[src/rtl/gate_scan_display.sv]
// Channel selector and LED driver for the gate test harness: picks one of CHANNELS
// packed results by manual switch, timed scan, debounced button step, or freeze.
module gate_scan_display #(
  parameter int CHANNELS       = 16,
  parameter int WIDTH          = 8,
  parameter int SEL_W          = 4,
  parameter int SCAN_TICKS     = 50_000_000,
  parameter int DEBOUNCE_TICKS = 1_000_000
) (
  input  logic                      clk,
  input  logic                      rst_n,
  input  logic [CHANNELS*WIDTH-1:0] ch_data,
  input  logic [1:0]                mode,
  input  logic [SEL_W-1:0]          sel_in,
  input  logic                      step_btn,
  output logic [WIDTH-1:0]          led,
  output logic [SEL_W-1:0]          cur_ch,
  output logic                      scan_wrap
);
  localparam int SC_W = (SCAN_TICKS > 2) ? $clog2(SCAN_TICKS) : 1;
  localparam int DB_W = (DEBOUNCE_TICKS > 2) ? $clog2(DEBOUNCE_TICKS) : 1;
  localparam logic [SEL_W-1:0] LAST = SEL_W'(CHANNELS - 1);

  typedef enum logic [1:0] {MANUAL = 2'b00, AUTO = 2'b01, STEP = 2'b10, HOLD = 2'b11} state_t;

  logic [1:0]       mode_s1, mode_s2;
  logic [SEL_W-1:0] sel_s1, sel_s2;
  logic             btn_s1, btn_s2;

  always_ff @(posedge clk or negedge rst_n) begin
    if (!rst_n) begin
      mode_s1 <= '0; mode_s2 <= '0;
      sel_s1  <= '0; sel_s2  <= '0;
      btn_s1  <= 1'b0; btn_s2 <= 1'b0;
    end else begin
      mode_s1 <= mode;     mode_s2 <= mode_s1;
      sel_s1  <= sel_in;   sel_s2  <= sel_s1;
      btn_s1  <= step_btn; btn_s2  <= btn_s1;
    end
  end

  // Debounced level only flips after DEBOUNCE_TICKS consecutive differing samples.
  logic            db_lvl, db_prev, step_pulse;
  logic [DB_W-1:0] db_cnt;

  always_ff @(posedge clk or negedge rst_n) begin
    if (!rst_n) begin
      db_lvl  <= 1'b0;
      db_prev <= 1'b0;
      db_cnt  <= '0;
    end else begin
      db_prev <= db_lvl;
      if (btn_s2 != db_lvl) begin
        if (db_cnt == DB_W'(DEBOUNCE_TICKS - 1)) begin
          db_lvl <= btn_s2;
          db_cnt <= '0;
        end else begin
          db_cnt <= db_cnt + DB_W'(1);
        end
      end else begin
        db_cnt <= '0;
      end
    end
  end

  assign step_pulse = db_lvl & ~db_prev;

  // Pad the channel table to the full select range so any index is safe.
  logic [2**SEL_W-1:0][WIDTH-1:0] ch_arr;
  for (genvar k = 0; k < 2**SEL_W; k++) begin : g_ch
    if (k < CHANNELS) begin : g_used
      assign ch_arr[k] = ch_data[k*WIDTH +: WIDTH];
    end else begin : g_pad
      assign ch_arr[k] = '0;
    end
  end

  state_t           state, state_nxt;
  logic [SEL_W-1:0] cur_nxt, sel_clamp;
  logic [SC_W-1:0]  scan_cnt, scan_nxt;
  logic             wrap_nxt, adv;

  assign sel_clamp = (int'(sel_s2) >= CHANNELS) ? LAST : sel_s2;

  always_comb begin
    state_nxt = state_t'(mode_s2);
    cur_nxt   = cur_ch;
    scan_nxt  = scan_cnt;
    wrap_nxt  = 1'b0;
    adv       = 1'b0;
    case (state)
      MANUAL: begin
        cur_nxt  = sel_clamp;
        scan_nxt = '0;
      end
      AUTO: begin
        if (scan_cnt == SC_W'(SCAN_TICKS - 1)) begin
          adv      = 1'b1;
          scan_nxt = '0;
        end else begin
          scan_nxt = scan_cnt + SC_W'(1);
        end
      end
      STEP: begin
        adv      = step_pulse;
        scan_nxt = '0;
      end
      default: begin
        // Frozen while held; a fresh scan period starts on the way out.
        if (state_nxt != HOLD) scan_nxt = '0;
      end
    endcase
    if (adv) begin
      wrap_nxt = (cur_ch == LAST);
      cur_nxt  = wrap_nxt ? '0 : cur_ch + SEL_W'(1);
    end
  end

  always_ff @(posedge clk or negedge rst_n) begin
    if (!rst_n) begin
      state     <= MANUAL;
      cur_ch    <= '0;
      scan_cnt  <= '0;
      scan_wrap <= 1'b0;
      led       <= '0;
    end else begin
      state     <= state_nxt;
      cur_ch    <= cur_nxt;
      scan_cnt  <= scan_nxt;
      scan_wrap <= wrap_nxt;
      if (state != HOLD) led <= ch_arr[cur_ch];
    end
  end
endmodule

[config.mk]
export PLATFORM = sky130hd
export DESIGN_NAME = gate_scan_display
export DESIGN_NICKNAME = d
export VERILOG_FILES = /design/src/rtl/gate_scan_display.sv
export SDC_FILE = /design/constraint.sdc
export NUM_CORES = 1
export LEC_CHECK = 0
export CORE_MARGIN = 2
export CORE_UTILIZATION = 50
export DETAILED_ROUTE_END_ITERATION = 8
export PLACE_DENSITY = 0.83
export SLEW_MARGIN = 25
export SYNTH_ARGS = -nofsm -noshare
export SYNTH_HDL_FRONTEND = slang
export SYNTH_SLANG_ARGS = --single-unit
[constraint.sdc]
create_clock -name clk -period 4.3 [get_ports clk]
set_input_delay 0.86 -clock clk [delete_from_list [all_inputs] [get_ports clk]]
set_output_delay 0.86 -clock clk [all_outputs]
set_load 0.01 [all_outputs]
* Word-level counts from Yosys, hierarchy flattened *
Cells that the tools add are included.

word-level totals
  register bits after elaboration = 77
  input bits = 137
  output and inout port bits = 13
  word-level logic and storage cells = 46

operators by class
  $add $sub $neg = 3
  $lt $le $gt $ge = 1
  equality and inequality tests = 8
  muxes and demuxes = 13
  bitwise gates (word level) = 2
  reduce and logical (&&, ||, !) cells = 5

operators by type and width
  cell                   count
  $mux 26                2
  $pmux 26 s2            1
  $mux 20                2
  $bmux 8 s4             1
  $add 26x1->26 const B  1
  $eq 26x26->1 const B   1
  $add 20x1->20 const B  1
  $eq 20x20->1 const B   1
  $mux 4                 3
  $mux 8                 1
  $lt 4x5->1 const B     1
  $add 4x1->4 const B    1
  $eq 4x4->1 const B     1
  $ne 2x2->1 const B     2
  $reduce_bool 3->1      1
  $eq 2x1->1 const B     1
  $eq 2x2->1 const B     1
  $logic_not 2->1        1
  $mux 1                 2
  $pmux 1 s2             1
  $reduce_and 2->1       1
  $reduce_bool 2->1      1
  $reduce_or 2->1        1
  $and 1x1->1            1
  2 further kinds        2

* Longest topological paths before layout *
  depth after elaboration = 4
  depth in mapped cells = 9
  gate-level depth less buffers = 7

* Worst setup path after synthesis *
Ideal clock, no wire load.

  path type = in2reg
  from = in ch_data[43]
  to = reg led[3]
  data arrival time = 1.766 ns
  setup slack = 2.408 ns
  stages on the path = 4
  buffers on the path = 0
  path through = mux4_1 > and2_1 > a211oi_1 > o31ai_1

between the ends
  longest elaborated chain between the ends = 2

ends and longest elaborated chain
  element                       line  text
  start, declared               12    input logic [CHANNELS*WIDTH-1:0] ch_data,
  $bmux 8 s4                    131   if (state != HOLD) led <= ch_arr[cur_ch];
  $mux 8 (not written as such)  131
  end signal, assigned          131
  end, declared                 16    output logic [WIDTH-1:0] led,

No other way between the ends. The select of a mux whose other input is x is not followed.
A chain may end at the register's enable or synchronous reset.

* Worst setup path in the final report *
  from = reg cur_ch[0]
  to = out cur_ch[0]

RTL lines
  element                 line  text
  start, declared         17    output logic [SEL_W-1:0] cur_ch,
  start signal, assigned  128   cur_ch <= cur_nxt;

No word-level cell between the ends.

==> run_results.csv <==
group,metric,value,unit
critical_path,cp_cell_sequence,"clkdlybuf4s50_1",
drt,wirelength,12.3,mm
power_and_ir_drop,power,1860,uW
drt,drt-initial-drc-count,241,
logic_synthesis,avgSynthCellArea,11.0,um2
status,status,"complete, no violations",
hold_path,holdPathEnd,"sel_clamp[3]$_DFF_PN0_",
critical_path,timing.rr.start,"state[0]$_DFF_PN0_",
drt,drcViolationCount,0,
final_layout,final_nets,699,
final_layout,utilization,71.1,%
floorplanning,dieArea,0.00994,mm2
logic_synthesis,ys_ff_latch,77,
drt,dr.pass1.iters,5,
hold_path,hp-class,"reg2reg",
final_layout,fin_cells,668,
global_routing,grt_max_degree,78,
critical_path,critPathRequiredTime,3440,ps
sta,fin_worst_skew,11.6,ps
critical_path,crit_slowest_cell,"dfrtp_2",
cts,htree_num_levels,3,
logic_synthesis,synth_area,0.00458,mm2
placement,port_buffers,149,
flow_run,cap_violations,0,
critical_path,path_buf_inv,1,
logic_synthesis,synthDistinctLibCells,52,
critical_path,cp.arrival,1910,ps
placement,hpwl,9.41,mm
critical_path,crit_family,"flip-flops",
sta,worstMarginPinSlew,778,ps
global_routing,gr-total-overflow,0,
floorplanning,core,0.00881,mm2
power_and_ir_drop,leakage,0.00253,uW
sta,slew_headroom,48.0,%
critical_path,rr_worst_depth,6,
final_layout,final_cell_mix,"148 x clkdlybuf4s50_1, 76 x dfrtp_1, 46 x nor2_1, 35 x nand2_1, 27 x xor2_1",
drt,via_per_inst,5.71,
logic_synthesis,synth_warnings,0,
floorplanning,fp-row-count,34,
cts,post_cts_buffers,0,
cts,cts_tree,"built",
logic_synthesis,syn_inst,416,
power_and_ir_drop,ir_drop,0.237,mV
cts,cts_buffer_depth,2,
critical_path,start_kind,"flop",
global_routing,grtUsageTotal,24.9,%
floorplanning,ioPinCount,150,
sta,final-max-slew-violation-count,0,
drt,route.detailed.wl_per_inst,18.5,um
critical_path,crit_fanout,27,
final_layout,synthToLayoutAreaGrowth,36.7,%
sta,rsz0062_at_grt,"false",
placement,dp_slack,1790,ps
critical_path,cp_slowest_stage_delay,880,ps
critical_path,worst_r2r_endpoint,"scan_cnt[14]$_DFFE_PN0P_",
sta,fmax,0.361,GHz
cts,path_clk_slew,70,ps
drt,ant_nets,0,
cts,cts_buffers,9,
sta,final.min_clock_period,2770,ps
global_routing,antenna_found_initial,0,
placement,routabilityCongestion,0.833,
placement,dp_cells,652,
hold_path,hold_depth,0,
cts,clock_sinks,77,
floorplanning,die_y,99.7,um
final_layout,layout_commonest_cell,"clkdlybuf4s50_1",
cts,clk_latency,360,ps
global_routing,grt_pass1_wl,19.1,mm
sta,finalHoldViolations,0,
floorplanning,initial_utilization,52.0,%
cts,ctsHoldBuffers,0,
cts,cts-root-buf,"clkbuf_8",
sta,fin_ws,1530,ps
cts,cts_resized,0,
hold_path,hold_start,"sel_s1[3]$_DFF_PN0_",
drt,vias,3813,
floorplanning,die_w,99.7,um
logic_synthesis,synth-seq-area-share,42.1,%
final_layout,drive_above_1_share,9.64,%
global_routing,grt_pass1_vias,3793,
logic_synthesis,synthesis.nets,560,
critical_path,crit_type,"reg2out",
power_and_ir_drop,powerDensity,297,mW/mm2
final_layout,diodes,0,
critical_path,rrSetupSlack,1830,ps
sta,final.period_utilization,64.5,%
critical_path,crit_path_end_kind,"primary output",
sta,setup_viol,0,
sta,finalSetupTns,0,ps
==> power by group <==
part           switching [uW]  total (uW)  internal (uW)
Combinational             187         476            289
Clock                     258         573            315
Sequential               51.0         811            760
==> synth_stat cells, drive strengths merged <==
cell type / n / area (um2)
a211oi: 8 / 75.1
xor2: 27 / 236
a41oi: 1 / 8.76
and3: 9 / 56.3
nor2b: 1 / 6.26
mux2i: 21 / 210
nand2: 35 / 131
o221ai: 8 / 70.1
nand4: 17 / 106
inv: 7 / 26.3
a31oi: 5 / 46.3
a32oi: 1 / 27.5
and4: 3 / 31.3
nand4b: 1 / 8.76
dfrtp: 77 / 1930
and2: 10 / 62.6
xnor2: 9 / 78.8
clkinv: 1 / 3.75
or3: 1 / 6.26
or2: 1 / 6.26
and4b: 1 / 10.0
nor3: 3 / 20.0
buf: 19 / 158
nor4: 5 / 52.6
nor2: 48 / 199
ha: 7 / 87.6
a21oi: 16 / 80.1
o22ai: 1 / 6.26
nor3b: 2 / 15.0
o21ai: 8 / 40.0
mux2: 1 / 11.3
a311oi: 1 / 8.76
nand3: 19 / 95.1
clkbuf: 4 / 15.0
nand3b: 1 / 7.51
nand2b: 2 / 12.5
o31ai: 9 / 67.6
nor4b: 2 / 17.5
mux4: 24 / 552
==> metrics by stage <==
stage	area (um2)	hold slack [ps]
2_1_floorplan	4580	331
3_3_place_gp	6050	332
3_5_place_dp	6050	339
4_1_cts	6260	356
5_1_grt	6260	362
6_report	6260	354
==> how the worst max path moves through the flow <==
stage / start / endpoint / slack, ps / cells past startpoint
floorplan: ch_data[43] / led[3]$_DFFE_PN0P_ / 2410 / 4
global placement: ch_data[32] / led[0]$_DFFE_PN0P_ / 1830 / 5
detailed placement: ch_data[48] / led[0]$_DFFE_PN0P_ / 1790 / 5
CTS: cur_ch[0]$_DFFE_PN0P_ / cur_ch[0] / 1500 / 1
global route: cur_ch[0]$_DFFE_PN0P_ / cur_ch[0] / 1390 / 1
finish: cur_ch[0]$_DFFE_PN0P_ / cur_ch[0] / 1530 / 1
==> state kept, by name, indices dropped and copies added, names as in the netlist <==
register   count
scan_cnt      26
db_cnt        20
led            8
cur_ch         4
sel_clamp      4
sel_s1         4
mode_s1        2
mode_s2        2
state          2
btn_s1         1
btn_s2         1
db_lvl         1
db_prev        1
scan_wrap      1
==> layer usage <==
metal  routed length [um]  track usage (%)  vias up  share of wire (%)
met4                  357             10.3        0                2.9
met3                  784             5.06       26                6.4
li1                     -                -     1805                  -
met1                 5070             33.3     1872                 41
met2                 6120             39.8      110                 50
met5                    0                0        -                  0
==> logic make-up after synthesis <==
kind of cell,count (synthesis),share of synthesized area (%)
buf+inv,31,4.42
compound gates,58,9.40
flops,77,42.1
fa+ha+maj,7,1.91
xor+xnor,36,6.88
mux,46,16.9
simple gates,161,18.4
==> layout make-up <==
class | instances | area (um2)
clock inverters | 3 | 42.5
well taps | 108 | 135
inverters | 8 | 30.0
repair buffers | 151 | 1510
clock buffers | 13 | 169
fillers | 635 | 2540
multi-input cells | 308 | 2450
flip-flops and latches | 77 | 1930
Power figures use the tool's default switching activity.
